[config.mk]
export PLATFORM = sky130hd
export DESIGN_NAME = alu_muldiv_unit
export DESIGN_NICKNAME = d
export VERILOG_FILES = /design/src/rtl/cpu_types_pkg.sv /design/src/rtl/muldiv_step.sv /design/src/rtl/alu_muldiv_unit.sv
export SDC_FILE = /design/constraint.sdc
export NUM_CORES = 1
export LEC_CHECK = 0
export CORE_ASPECT_RATIO = 0.9
export CORE_MARGIN = 1.5
export CORE_UTILIZATION = 45
export CTS_CLUSTER_DIAMETER = 60
export CTS_CLUSTER_SIZE = 8
export DETAILED_ROUTE_END_ITERATION = 7
export GPL_ROUTABILITY_DRIVEN = 0
export PLACE_DENSITY = 0.62
export RECOVER_POWER = 100
export SYNTH_ARGS = -nofsm -noshare
export SYNTH_HDL_FRONTEND = slang
export SYNTH_HIERARCHICAL = 1
export SYNTH_SLANG_ARGS = --single-unit
[constraint.sdc]
create_clock -name CLK -period 4.2 [get_ports CLK]
set_clock_uncertainty 0.1 [all_clocks]
set_input_delay 1.26 -clock CLK [delete_from_list [all_inputs] [get_ports CLK]]
set_output_delay 1.26 -clock CLK [all_outputs]
set_load 0.01 [all_outputs]
[src/rtl/cpu_types_pkg.sv]
// Shared datapath types for the EX-stage multiply/divide unit.
package cpu_types_pkg;

    localparam int unsigned MD_WIDTH = 32;

    typedef enum logic [1:0] {
        MD_MULTU = 2'd0,
        MD_MULT  = 2'd1,
        MD_DIVU  = 2'd2,
        MD_DIV   = 2'd3
    } mdop_t;

    typedef enum logic [1:0] {
        MDS_IDLE = 2'd0,
        MDS_CALC = 2'd1,
        MDS_FIX  = 2'd2,
        MDS_DONE = 2'd3
    } md_state_t;

endpackage

[src/rtl/muldiv_step.sv]
// One radix-2 iteration: shift-add multiply or restoring divide.
// Multiply: acc = {partial product, remaining multiplier bits}, b = multiplicand.
// Divide:   acc[WIDTH-1:0] = dividend shifting out / quotient shifting in,
//           rem = partial remainder, b = divisor.
module muldiv_step #(
    parameter int unsigned WIDTH = 32
) (
    input  logic               is_div,
    input  logic [2*WIDTH-1:0] acc,
    input  logic [WIDTH-1:0]   rem,
    input  logic [WIDTH-1:0]   b,
    output logic [2*WIDTH-1:0] acc_n,
    output logic [WIDTH-1:0]   rem_n
);
    logic [WIDTH:0] sum;
    logic [WIDTH:0] shifted;
    logic [WIDTH:0] diff;

    // Compute both iteration flavours and select by operation
    always_comb begin
        sum     = {1'b0, acc[2*WIDTH-1:WIDTH]} + (acc[0] ? {1'b0, b} : (WIDTH+1)'(0));
        shifted = {rem, acc[WIDTH-1]};
        diff    = shifted - {1'b0, b};
        acc_n   = {sum, acc[WIDTH-1:1]};
        rem_n   = rem;
        if (is_div) begin
            if (!diff[WIDTH]) begin
                rem_n = diff[WIDTH-1:0];
                acc_n = {acc[2*WIDTH-1:WIDTH], acc[WIDTH-2:0], 1'b1};
            end else begin
                rem_n = shifted[WIDTH-1:0];
                acc_n = {acc[2*WIDTH-1:WIDTH], acc[WIDTH-2:0], 1'b0};
            end
        end
    end

endmodule

[src/rtl/alu_muldiv_unit.sv]
// Iterative MULT/MULTU/DIV/DIVU unit: magnitude iterations, sign fix-up at the end.
module alu_muldiv_unit
    import cpu_types_pkg::*;
#(
    parameter int unsigned WIDTH = MD_WIDTH
) (
    input  logic             CLK,
    input  logic             nRST,
    input  logic             start,
    input  mdop_t            op,
    input  logic [WIDTH-1:0] opa,
    input  logic [WIDTH-1:0] opb,
    input  logic             flush,
    output logic             busy,
    output logic             done,
    output logic [WIDTH-1:0] hi,
    output logic [WIDTH-1:0] lo,
    output logic             divzero
);
    localparam int unsigned CNTW = $clog2(WIDTH + 1);

    md_state_t          state, state_n;
    logic               is_div_q, neg_q, neg_r;
    logic [WIDTH-1:0]   b_q;
    logic [2*WIDTH-1:0] acc, acc_n;
    logic [WIDTH-1:0]   rem, rem_n;
    logic [CNTW-1:0]    cnt;

    logic               accept, op_div, op_signed;
    logic [WIDTH-1:0]   a_in, b_in;
    logic [2*WIDTH-1:0] prod;
    logic [WIDTH-1:0]   quo, rmd, fix_hi, fix_lo;

    function automatic logic [WIDTH-1:0] mag(input logic [WIDTH-1:0] x);
        return x[WIDTH-1] ? WIDTH'(-x) : x;
    endfunction

    // Request decode and operand magnitudes for the iteration datapath
    always_comb begin
        op_div    = (op == MD_DIVU) || (op == MD_DIV);
        op_signed = (op == MD_MULT) || (op == MD_DIV);
        accept    = (state == MDS_IDLE) && start && !flush;
        a_in      = op_signed ? mag(opa) : opa;
        b_in      = op_signed ? mag(opb) : opb;
    end

    muldiv_step #(.WIDTH(WIDTH)) u_step (
        .is_div (is_div_q),
        .acc    (acc),
        .rem    (rem),
        .b      (b_q),
        .acc_n  (acc_n),
        .rem_n  (rem_n)
    );

    // Sign fix-up of the magnitude results
    always_comb begin
        prod   = neg_q ? (2*WIDTH)'(-acc) : acc;
        quo    = neg_q ? WIDTH'(-acc[WIDTH-1:0]) : acc[WIDTH-1:0];
        rmd    = neg_r ? WIDTH'(-rem) : rem;
        fix_hi = is_div_q ? rmd : prod[2*WIDTH-1:WIDTH];
        fix_lo = is_div_q ? quo : prod[WIDTH-1:0];
    end

    // State register
    always_ff @(posedge CLK or negedge nRST) begin
        if (!nRST) state <= MDS_IDLE;
        else       state <= state_n;
    end

    // Next-state logic; flush always returns to IDLE
    always_comb begin
        state_n = state;
        case (state)
            MDS_IDLE: if (accept) state_n = (op_div && opb == '0) ? MDS_DONE : MDS_CALC;
            MDS_CALC: if (cnt == CNTW'(WIDTH - 1)) state_n = MDS_FIX;
            MDS_FIX:  state_n = MDS_DONE;
            MDS_DONE: state_n = MDS_IDLE;
            default:  state_n = MDS_IDLE;
        endcase
        if (flush) state_n = MDS_IDLE;
    end

    // Operand capture, iteration registers and registered outputs
    always_ff @(posedge CLK or negedge nRST) begin
        if (!nRST) begin
            busy     <= 1'b0;
            done     <= 1'b0;
            hi       <= '0;
            lo       <= '0;
            divzero  <= 1'b0;
            is_div_q <= 1'b0;
            neg_q    <= 1'b0;
            neg_r    <= 1'b0;
            b_q      <= '0;
            acc      <= '0;
            rem      <= '0;
            cnt      <= '0;
        end else begin
            busy <= (state_n != MDS_IDLE);
            done <= (state_n == MDS_DONE);
            case (state)
                MDS_IDLE: begin
                    if (accept) begin
                        is_div_q <= op_div;
                        neg_q    <= op_signed && (opa[WIDTH-1] ^ opb[WIDTH-1]);
                        neg_r    <= op_signed && opa[WIDTH-1];
                        divzero  <= 1'b0;
                        cnt      <= '0;
                        rem      <= '0;
                        b_q      <= op_div ? b_in : a_in;
                        acc      <= {WIDTH'(0), op_div ? a_in : b_in};
                        if (op_div && opb == '0) begin
                            divzero <= 1'b1;
                            hi      <= opa;
                            lo      <= '1;
                        end
                    end
                end
                MDS_CALC: begin
                    acc <= acc_n;
                    rem <= rem_n;
                    cnt <= cnt + CNTW'(1);
                end
                MDS_FIX: begin
                    if (!flush) begin
                        hi <= fix_hi;
                        lo <= fix_lo;
                    end
                end
                default: ;
            endcase
        end
    end

endmodule

==> out/results.tsv <==
stage	metric	value	unit
die	rows	68	
clock_network	cts_buffers	35	
die	core_region_area	38460	sq um
logic_synthesis	ys_async_sr_fraction	100.0	%
power_and_ir_drop	powerDensity	645.4	nW/um^2
finish	nFillCells	3714	
routing	vias_per_cell	6.304	
sta	max_freq	242.7	MHz
finish	area_growth	19.01	%
clock_network	cts_tree	yes	
logic_synthesis	yosysSeqAreaShare	29.23	%
critical_path	cp-end-kind	flop	
critical_path	critPathKind	in -> reg	
logic_synthesis	ys_ff_latch	206	
logic_synthesis	syn-num-nets	2394	
logic_synthesis	synth_area_per_cell	7.828	sq um
critical_path	arrival	4440	ps
clock_network	hold_buffers	0	
placement	dpl.hpwl	51.56	mm
logic_synthesis	synthCells	2253	
die	dieArea	40390	sq um
logic_synthesis	netlist-cell-type-count	90	
finish	final_common_cell	nand2_1	
critical_path	worstPathRequired	4520	ps
clock_network	path_clk_slew	50	ps
global_route	grt_pass1_vias	17130	
power_and_ir_drop	seqPwrFrac	25.8	%
clock_network	cts.sinks	206	
flow_run	max_cap_viol_count	3	
min_path	hold_depth	2	
logic_synthesis	synth_warnings	6	
sta	period_share	98.09	%
power_and_ir_drop	power_leakage	9.256	nW
sta	rsz0062_at_grt	false	
clock_network	post-cts-setup-buffers	0	
routing	drcViolationCount	0	
finish	drive_above_1_share	9.697	%
clock_network	clk_latency	560	ps
power_and_ir_drop	vdd_drop_max	0.4595	mV
routing	vias	18530	
power_and_ir_drop	pwr-share-comb	53.9	%
die	die_w	211.7	microns
critical_path	cp-start-kind	primary input	
power_and_ir_drop	total_power	13.55	mW
sta	maxSlewViolCount	147	
routing	ant_nets	0	
global_route	track_usage	34.24	%
power_and_ir_drop	pwr-share-clk	20.2	%
finish	regArea	5160	sq um
global_route	grt_max_degree	95	
sta	worst_pin_slew	2436	ps
clock_network	cts_buffer_depth	3	
routing	wirelength	69.61	mm
critical_path	cp_max_fo	23	
global_route	antenna_found_initial	0	
power_and_ir_drop	p_sw	6.476	mW
sta	whs	380.6	ps
clock_network	htreeDepth	2	
finish	final_cell_mix	nand2_1 (312), dfrtp_1 (204), nor2_1 (183)	
routing	dr.pass1.iters	8	
global_route	grt_pass1_wl	104.5	mm
logic_synthesis	syn_area	17640	sq um
sta	relSlewSlack	-62.38	%
routing	wire_per_inst	23.69	microns
finish	multiInputGateArea	11630	sq um
logic_synthesis	ys.flop_type	dfrtp_1	
status	violations	capacitance limit, slew limit	
die	die-height	190.8	microns
sta	setup_violations	0	
status	status	finished, violations left	
placement	place.port_buffers	136	
clock_network	cts_resized	0	
routing	drtIter0Drc	2356	
critical_path	reg2reg_depth	9	
finish	fin_nets	2541	
die	initial_core_util	45.86	%
sta	final-hold-violation-count	0	
min_path	hp-class	reg -> reg	
logic_synthesis	synth_edf_count	0	
power_and_ir_drop	p_int	7.069	mW
power_and_ir_drop	netSwitchingFraction	47.81	%
clock_network	root_buffer	clkbuf_16	
die	num_io_pins	137	
sta	period_needed	4120	ps
global_route	overflow	0	
[power by group through the flow]
stage | Sequential [mW] | Clock (mW) | Combinational [mW]
2_1_floorplan | 3.14 | 0 | 5.09
3_3_place_gp | 3.47 | 0 | 7.04
3_5_place_dp | 3.48 | 0 | 7.16
4_1_cts | 3.46 | 2.77 | 7.20
5_1_grt | 3.56 | 2.85 | 7.97
6_report | 3.50 | 2.74 | 7.31
[final cells by class]
type                            count  share of cell area, %
Inverter                           67                  1.198
Clock buffer                       42                  4.590
Clock inverter                      8                 0.4173
Tap cell                          525                  3.130
Antenna cell                        1                0.01192
Multi-Input combinational cell   1845                  55.44
Timing Repair Buffer              245                  10.63
Sequential cell                   206                  24.59
[kinds of logic after synthesis]
| group | after synthesis | synth area share [%] |
|---|---|---|
| AND/OR/NAND/NOR | 872 | 23.51 |
| AO/OA/AOI/OAI | 661 | 24.57 |
| flip-flops | 206 | 29.23 |
| buffers and inverters | 202 | 4.860 |
| XOR/XNOR | 186 | 9.322 |
| adder cells (fa/ha/maj) | 71 | 5.122 |
| multiplexers | 55 | 3.384 |
[layer usage]
layer	GRT usage (%)	up-vias	routed length (microns)
li1	-	8497	-
met1	47.79	8798	30120
met2	48.94	1028	28290
met3	8.465	203	7372
met4	17.01	0	3827
met5	0	-	0
[metrics by stage]
| step | util (%) | setup slack (ps) | cells | TNS, ps | instance area (sq um) |
|---|---|---|---|---|---|
| floorplan | - | 530.8 | 2253 | 0 | 17640 |
| global placement | 52.09 | -52.76 | 2888 | -104.0 | 20030 |
| detailed placement | 52.09 | -127.5 | 2888 | -505.8 | 20030 |
| CTS | 54.82 | 164.7 | 2938 | 0 | 21080 |
| global route | 54.57 | 68.16 | 2938 | 0 | 20990 |
| finish | 54.57 | 80.21 | 2939 | 0 | 20990 |
[synthesized netlist by cell type, drive strengths merged, types with 4 or more instances]
cell type | count | share of area, %
a211oi | 9 | 0.38
a21boi | 4 | 0.17
a21o | 37 | 1.6
a21oi | 172 | 4.9
a221o | 5 | 0.28
a221oi | 10 | 0.57
a22oi | 23 | 0.98
a31oi | 45 | 1.6
and2 | 43 | 1.5
and3 | 22 | 0.78
buf | 33 | 0.97
clkbuf | 102 | 2.5
dfrtp | 206 | 29
ha | 69 | 4.9
inv | 67 | 1.4
mux2 | 37 | 2.4
mux2i | 18 | 1.0
nand2 | 313 | 6.7
nand2b | 17 | 0.60
nand3 | 100 | 2.8
nand4 | 16 | 0.57
nand4b | 5 | 0.25
nor2 | 185 | 4.0
nor2b | 9 | 0.32
nor3 | 48 | 1.4
nor3b | 4 | 0.17
nor4 | 26 | 1.1
o211ai | 25 | 1.1
o21a | 15 | 0.64
o21ai | 150 | 4.3
o21bai | 9 | 0.38
o221ai | 41 | 2.0
o31ai | 56 | 2.4
o41ai | 24 | 1.3
or2 | 15 | 0.53
or3 | 42 | 1.5
or4 | 18 | 0.85
xnor2 | 73 | 3.7
xor2 | 113 | 5.6
[critical path: stages]
cell and delay (ps):
dlygate4sd3_1 580, nor4b_1 460, clkbuf_1 1310, nor2_1 70, buf_4 310, a222oi_1 310
o21ai_1 110
[registers in the layout, summed over array words and instances, names as in the netlist]
name      count
acc          64
b_q          32
busy          1
cnt           6
divzero       1
done          1
hi           32
is_div_q      1
lo           32
neg_q         1
neg_r         1
rem          32
state         2
[worst paths after layout]
kind / slack, ps / start / end
setup / recovery: 80 / flush / acc[26]$_DFFE_PN0P_
hold / removal: 380 / hi[11]$_DFFE_PN0P_ / hi[11]$_DFFE_PN0P_
setup reg to reg: 140 / acc[0]$_DFFE_PN0P_ / hi[11]$_DFFE_PN0P_
hold reg to reg: 380 / hi[11]$_DFFE_PN0P_ / hi[11]$_DFFE_PN0P_
max in group asynchronous: 1010 / nRST / acc[2]$_DFFE_PN0P_
min in group asynchronous: 1330 / nRST / done$_DFF_PN0_
No activity file was read; power rests on OpenSTA's default activity.
